--- src/rtl/cache_maint_controller_pkg.sv ---
// cache_maint_controller_pkg: cache geometry, maintenance op encoding and controller states
package cache_maint_controller_pkg;
  localparam int LINE_SIZE = 32;
  localparam int ICACHE_SIZE = 1024;
  localparam int DCACHE_SIZE = 1024;
  localparam int L2_SIZE = 4096;
  localparam int L2_ASSOC = 4;
  localparam int IC_SETS = ICACHE_SIZE / LINE_SIZE;
  localparam int DC_SETS = DCACHE_SIZE / LINE_SIZE;
  localparam int L2_SETS = L2_SIZE / LINE_SIZE / L2_ASSOC;
  function automatic int max2(input int a, input int b);
    return a > b ? a : b;
  endfunction
  localparam int SET_W = $clog2(max2(max2(IC_SETS, DC_SETS), L2_SETS));
  localparam int WAY_W = max2(1, $clog2(L2_ASSOC));
  typedef enum logic [1:0] {MAINT_CLEAN = 2'd0, MAINT_INVAL = 2'd1, MAINT_FLUSH = 2'd2} maint_op_e;
  typedef enum logic [2:0] {IDLE, DRAIN, DC_WALK, L2_WALK, IC_WALK, DONE} maint_state_e;
endpackage

--- src/rtl/cache_maint_controller_if.sv ---
// cache_maint_controller_if: CSR-side request/status and cache-side maintenance handshakes
interface cache_maint_controller_if;
  import cache_maint_controller_pkg::*;
  logic maint_start;
  logic [1:0] maint_op;
  logic maint_busy;
  logic maint_done;
  logic req_block;
  logic l1_idle;
  logic ic_mnt_valid;
  logic ic_mnt_ready;
  logic dc_mnt_valid;
  logic dc_mnt_ready;
  logic l2_mnt_valid;
  logic l2_mnt_ready;
  logic [1:0] mnt_op;
  logic [SET_W-1:0] mnt_set;
  logic [WAY_W-1:0] mnt_way;
  modport master (
    input maint_start, maint_op, l1_idle, ic_mnt_ready, dc_mnt_ready, l2_mnt_ready,
    output maint_busy, maint_done, req_block, ic_mnt_valid, dc_mnt_valid, l2_mnt_valid,
    output mnt_op, mnt_set, mnt_way
  );
  modport slave (
    output maint_start, maint_op, l1_idle, ic_mnt_ready, dc_mnt_ready, l2_mnt_ready,
    input maint_busy, maint_done, req_block, ic_mnt_valid, dc_mnt_valid, l2_mnt_valid,
    input mnt_op, mnt_set, mnt_way
  );
endinterface

--- src/rtl/cache_maint_controller_walk_counter.sv ---
// maint_walk_counter: set/way walker, way inner and set outer, limits reloaded per phase
module maint_walk_counter
  import cache_maint_controller_pkg::*;
(
  input  logic             clk,
  input  logic             reset_n,
  input  logic             load,
  input  logic             adv,
  input  logic [SET_W-1:0] set_max,
  input  logic [WAY_W-1:0] way_max,
  output logic [SET_W-1:0] set,
  output logic [WAY_W-1:0] way,
  output logic             last
);
  logic [SET_W-1:0] smax;
  logic [WAY_W-1:0] wmax;
  assign last = set == smax && way == wmax;
  // load wins over adv so the final accept of a phase rewinds to (0,0) with the next limits
  always_ff @(posedge clk or negedge reset_n)
    if (!reset_n) begin
      set <= '0;
      way <= '0;
      smax <= '0;
      wmax <= '0;
    end else if (load) begin
      set <= '0;
      way <= '0;
      smax <= set_max;
      wmax <= way_max;
    end else if (adv) begin
      way <= way == wmax ? '0 : way + 1'b1;
      set <= way != wmax ? set : set == smax ? '0 : set + 1'b1;
    end
endmodule

--- src/rtl/cache_maint_controller.sv ---
// cache_maint_controller: blocks cores, drains L1s, then walks dcache, L2 and icache maintenance
module cache_maint_controller
  import cache_maint_controller_pkg::*;
(
  input logic clk,
  input logic reset_n,
  cache_maint_controller_if.master bus
);
  maint_state_e state;
  maint_op_e op;
  logic dc_v, l2_v, ic_v, busy, done;
  logic acc, last, load;
  logic [SET_W-1:0] set_max;
  logic [WAY_W-1:0] way_max;
  always_comb begin
    acc = (dc_v & bus.dc_mnt_ready) | (l2_v & bus.l2_mnt_ready) | (ic_v & bus.ic_mnt_ready);
    load = state == DRAIN || (acc && last);
    set_max = state == DC_WALK ? SET_W'(L2_SETS - 1) : state == L2_WALK ? SET_W'(IC_SETS - 1) : SET_W'(DC_SETS - 1);
    way_max = state == DC_WALK ? WAY_W'(L2_ASSOC - 1) : '0;
  end
  maint_walk_counter u_walk (
    .clk(clk), .reset_n(reset_n), .load(load), .adv(acc),
    .set_max(set_max), .way_max(way_max),
    .set(bus.mnt_set), .way(bus.mnt_way), .last(last)
  );
  assign bus.maint_busy = busy;
  assign bus.req_block = busy;
  assign bus.maint_done = done;
  assign bus.dc_mnt_valid = dc_v;
  assign bus.l2_mnt_valid = l2_v;
  assign bus.ic_mnt_valid = ic_v;
  assign bus.mnt_op = op;
  // icache is never dirty, so a clean ends after the L2 walk
  always_ff @(posedge clk or negedge reset_n)
    if (!reset_n) begin
      state <= IDLE;
      op <= MAINT_CLEAN;
      {dc_v, l2_v, ic_v, busy, done} <= '0;
    end else
      case (state)
        IDLE: if (bus.maint_start) begin
          op <= bus.maint_op == 2'd3 ? MAINT_FLUSH : maint_op_e'(bus.maint_op);
          busy <= 1'b1;
          state <= DRAIN;
        end
        DRAIN: if (bus.l1_idle) begin
          dc_v <= 1'b1;
          state <= DC_WALK;
        end
        DC_WALK: if (acc && last) begin
          dc_v <= 1'b0;
          l2_v <= 1'b1;
          state <= L2_WALK;
        end
        L2_WALK: if (acc && last) begin
          l2_v <= 1'b0;
          ic_v <= op != MAINT_CLEAN;
          done <= op == MAINT_CLEAN;
          state <= op == MAINT_CLEAN ? DONE : IC_WALK;
        end
        IC_WALK: if (acc && last) begin
          ic_v <= 1'b0;
          done <= 1'b1;
          state <= DONE;
        end
        DONE: begin
          done <= 1'b0;
          busy <= 1'b0;
          state <= IDLE;
        end
        default: state <= IDLE;
      endcase
endmodule

--- src/flat_wrapper.sv ---
// flat-port wrapper written by rule: the top's interface ports become plain ports
module cache_maint_controller_flat import cache_maint_controller_pkg::*;
  (clk, reset_n, bus_maint_start, bus_maint_op, bus_l1_idle, bus_ic_mnt_ready, bus_dc_mnt_ready, bus_l2_mnt_ready, bus_maint_busy, bus_maint_done, bus_req_block, bus_ic_mnt_valid, bus_dc_mnt_valid, bus_l2_mnt_valid, bus_mnt_op, bus_mnt_set, bus_mnt_way);
  cache_maint_controller_if bus_i ();
  input logic clk;
  input logic reset_n;
  input wire logic [$bits(bus_i.maint_start)-1:0] bus_maint_start;
  input wire logic [$bits(bus_i.maint_op)-1:0] bus_maint_op;
  input wire logic [$bits(bus_i.l1_idle)-1:0] bus_l1_idle;
  input wire logic [$bits(bus_i.ic_mnt_ready)-1:0] bus_ic_mnt_ready;
  input wire logic [$bits(bus_i.dc_mnt_ready)-1:0] bus_dc_mnt_ready;
  input wire logic [$bits(bus_i.l2_mnt_ready)-1:0] bus_l2_mnt_ready;
  output wire logic [$bits(bus_i.maint_busy)-1:0] bus_maint_busy;
  output wire logic [$bits(bus_i.maint_done)-1:0] bus_maint_done;
  output wire logic [$bits(bus_i.req_block)-1:0] bus_req_block;
  output wire logic [$bits(bus_i.ic_mnt_valid)-1:0] bus_ic_mnt_valid;
  output wire logic [$bits(bus_i.dc_mnt_valid)-1:0] bus_dc_mnt_valid;
  output wire logic [$bits(bus_i.l2_mnt_valid)-1:0] bus_l2_mnt_valid;
  output wire logic [$bits(bus_i.mnt_op)-1:0] bus_mnt_op;
  output wire logic [$bits(bus_i.mnt_set)-1:0] bus_mnt_set;
  output wire logic [$bits(bus_i.mnt_way)-1:0] bus_mnt_way;
  assign bus_i.maint_start = bus_maint_start;
  assign bus_i.maint_op = bus_maint_op;
  assign bus_i.l1_idle = bus_l1_idle;
  assign bus_i.ic_mnt_ready = bus_ic_mnt_ready;
  assign bus_i.dc_mnt_ready = bus_dc_mnt_ready;
  assign bus_i.l2_mnt_ready = bus_l2_mnt_ready;
  assign bus_maint_busy = bus_i.maint_busy;
  assign bus_maint_done = bus_i.maint_done;
  assign bus_req_block = bus_i.req_block;
  assign bus_ic_mnt_valid = bus_i.ic_mnt_valid;
  assign bus_dc_mnt_valid = bus_i.dc_mnt_valid;
  assign bus_l2_mnt_valid = bus_i.l2_mnt_valid;
  assign bus_mnt_op = bus_i.mnt_op;
  assign bus_mnt_set = bus_i.mnt_set;
  assign bus_mnt_way = bus_i.mnt_way;
  cache_maint_controller u_core (.clk(clk), .reset_n(reset_n), .bus(bus_i));
endmodule
--- config.mk ---
export PLATFORM = sky130hd
export DESIGN_NAME = cache_maint_controller_flat
export DESIGN_NICKNAME = d
export VERILOG_FILES = /design/src/rtl/cache_maint_controller_pkg.sv /design/src/rtl/cache_maint_controller_if.sv /design/src/rtl/cache_maint_controller_walk_counter.sv /design/src/rtl/cache_maint_controller.sv /design/src/flat_wrapper.sv
export SDC_FILE = /design/constraint.sdc
export NUM_CORES = 1
export LEC_CHECK = 0
export ABC_AREA = 1
export CAP_MARGIN = 30
export CORE_MARGIN = 3
export CORE_UTILIZATION = 25
export CTS_BUF_LIST = sky130_fd_sc_hd__clkbuf_8
export DETAILED_ROUTE_END_ITERATION = 8
export MAX_ROUTING_LAYER = met4
export PLACE_DENSITY_LB_ADDON = 0.3
export SYNTH_ARGS = -nofsm -noshare
export SYNTH_HDL_FRONTEND = slang
export SYNTH_HIERARCHICAL = 1
export SYNTH_SLANG_ARGS = --single-unit
--- constraint.sdc ---
create_clock -name clk -period 5.53 [get_ports clk]
set_input_delay 0.553 -clock clk [delete_from_list [all_inputs] [get_ports clk]]
set_output_delay 0.553 -clock clk [all_outputs]
set_load 0.02 [all_outputs]
==> impl_metrics.json <==
{
  "dieArea_sq_mm": 0.006047,
  "rsz0062_at_grt": "no",
  "ant_nets": 0,
  "cts.reportedPaths.clkPinSlew_ns": 0.08,
  "crit_path_end_kind": "flop",
  "final_util_pct": 34.43,
  "start_kind": "flop",
  "final.fill_count": 521,
  "rows": 25,
  "hold_path_class": "reg -> reg",
  "postCtsHoldBufs": 0,
  "place_ws_ns": 2.910,
  "cts_tree": "done",
  "dieHeight_um": 77.77,
  "multiInputGateArea_sq_um": 595.6,
  "synth_seq_cells": 24,
  "overflow": 0,
  "vdd_drop_max_v": 0.00007283,
  "setup_viol": 0,
  "status": "finished, final reports clean",
  "final_layout_size_suffix_gt1_share_pct": 7.353,
  "antenna_found_initial": 0,
  "power_density_mw_per_mm2": 186.6,
  "die_w_um": 77.77,
  "seq_area_sq_um": 600.6,
  "ys_seq_area_share_pct": 46.65,
  "design_area_sq_mm": 0.001669,
  "slew_headroom_pct": 58.13,
  "fp.coreArea_sq_mm": 0.004848,
  "crit_type": "reg -> reg",
  "ios": 24,
  "cts-root-buf": "clkbuf_8",
  "grt_pass1_vias": 1051,
  "ys_top_cells_by_count": "58 x nand2_1, 24 x dfrtp_1, 19 x inv_1",
  "grtUsageTotal_pct": 10.07,
  "finalCriticalPeriod_ns": 2.485,
  "clock_latency_ns": 0.26,
  "yosysWarnings": 6,
  "drt_iter0_drc": 72,
  "post-route-drc-count": 0,
  "ys_types": 24,
  "worst_clock_skew_ns": 0.002467,
  "min_period_over_period_pct": 44.94,
  "gp_congestion": 0.7709,
  "finalHoldViolCount": 0,
  "grt_pass1_wl_um": 4919,
  "crit_arrival_ns": 2.65,
  "netlist.area_leader.share_pct": 46.65,
  "max_freq_mhz": 402.4,
  "worstMarginPinSlew_ns": 0.6266,
  "cts-buffers-inserted": 3,
  "cts_buffer_depth": 2,
  "grt_max_degree": 21,
  "whs_ns": 0.5120,
  "max_cap_viol_count": 0,
  "wl_per_cell_um": 9.926,
  "clock_sinks": 24,
  "tns_ns": 0,
  "synth_top_area_cell": "dfrtp_1",
  "nets": 215,
  "dp_hpwl_um": 2110,
  "required_ns": 5.70,
  "drt_first_pass_iters": 4,
  "via_per_inst": 4.089,
  "leakagePower_nw": 0.8389,
  "vias": 1108,
  "yosysMostFrequentCell": "nand2_1",
  "port_buffers": 23,
  "holdPathStages": 2,
  "rr_worst_depth": 15,
  "area_delta_synth_final_pct": 29.64,
  "placed_area_sq_mm": 0.001614,
  "layout_setup_ws_ns": 3.045,
  "htree_levels": 1,
  "routed_wl_um": 2690,
  "synthFlopType": "dfrtp_1",
  "antenna_cells": 0,
  "post_cts_buffers": 0,
  "async_flop_share_pct": 100.0,
  "synth.avg_cell_area_sq_um": 7.357,
  "cts-resized-gates": 0,
  "synth_area_leaders": "dfrtp_1 47%, nand2_1 17%, inv_1 5.5%",
  "finalMaxSlewViolations": 0,
  "syn_inst": 175,
  "netlist_area_sq_mm": 0.001287,
  "cp_max_fo": 20,
  "initial_utilization_pct": 26.55,
  "synth_edf_count": 0
}
## placed cells by master (no fill, tap or decap), drive strengths merged
cell	instances
inv	22
xor2	2
o21ai	12
nand4	2
nand2	61
ha	1
buf	1
clkinv	1
nor2	20
a21oi	4
xnor2	3
nor3	2
clkbuf	4
dfrtp	24
conb	5
nand3	15
nand3b	1
clkdlybuf4s50	23
a22o	1
## registers in the layout, indices dropped and copies added, names as in the netlist, 2 cells and up
name / cells
u_core/u_walk/smax: 5
u_core/u_walk/set: 5
u_core/u_walk/wmax: 2
u_core/state: 3
u_core/u_walk/way: 2
u_core/bus.mnt_op: 2
## logic make-up after synthesis
logic type,synth area share [%]
AO/OA/AOI/OAI,6.899
adder cells (fa/ha/maj),0.9717
AND/OR/NAND/NOR,33.53
flip-flops,46.65
XOR/XNOR,3.402
buffers and inverters,8.261
other,0.2913
## final timing paths
path                                             from                     to  slack (ns)
worst max-delay path             u_core/u_walk/set[2]   u_core/u_walk/set[2]        3.04
worst min-delay path            u_core/bus.maint_done  u_core/bus.maint_done        0.51
worst max register to register   u_core/u_walk/set[2]   u_core/u_walk/set[2]        3.04
worst min register to register  u_core/bus.maint_done  u_core/bus.maint_done        0.51
max in group asynchronous                     reset_n  u_core/u_walk/wmax[1]        4.37
min in group asynchronous                     reset_n   u_core/u_walk/set[0]        0.66
## layer usage
layer | share of wire [%] | global-route usage (%)
met4 | 1.1 | 3.203
met2 | 43 | 14.47
met3 | 2.3 | 1.276
met5 | 0 | -
met1 | 54 | 14.59
## power breakdown
part	switching [W]	internal [W]
logic	0.00000776	0.00000804
registers	0.00000103	0.000177
clock network	0.0000540	0.0000634
## final cells by class
| class | instances | area share [%] |
|---|---|---|
| inverters | 23 | 5.322 |
| repair buffers | 24 | 14.69 |
| flip-flops and latches | 24 | 35.98 |
| multi-input cells | 129 | 35.68 |
| clock buffers | 4 | 3.298 |
| well taps | 67 | 5.022 |
## stage by stage
step           total power, W  std cells
2_1_floorplan       0.0001864        179
3_3_place_gp        0.0001966        266
3_5_place_dp        0.0001979        267
5_1_grt             0.0003254        271
4_1_cts             0.0003173        271
6_report            0.0003114        271
## worst max-delay path, cell delays in order, from the launching register on
cell     delay [ns]
dfrtp_1        0.47
inv_1          0.10
nand2_1        0.06
nand2_1        0.06
nor2_2         0.09
nand3_2        0.15
nor2_1         0.16
nand2_1        0.18
nand2_1        0.52
inv_2          0.13
nand2_1        0.13
nand2_2        0.11
inv_4          0.09
nand2_1        0.05
nand2_1        0.05
inv_1          0.03
Power figures use the tool's default switching activity.
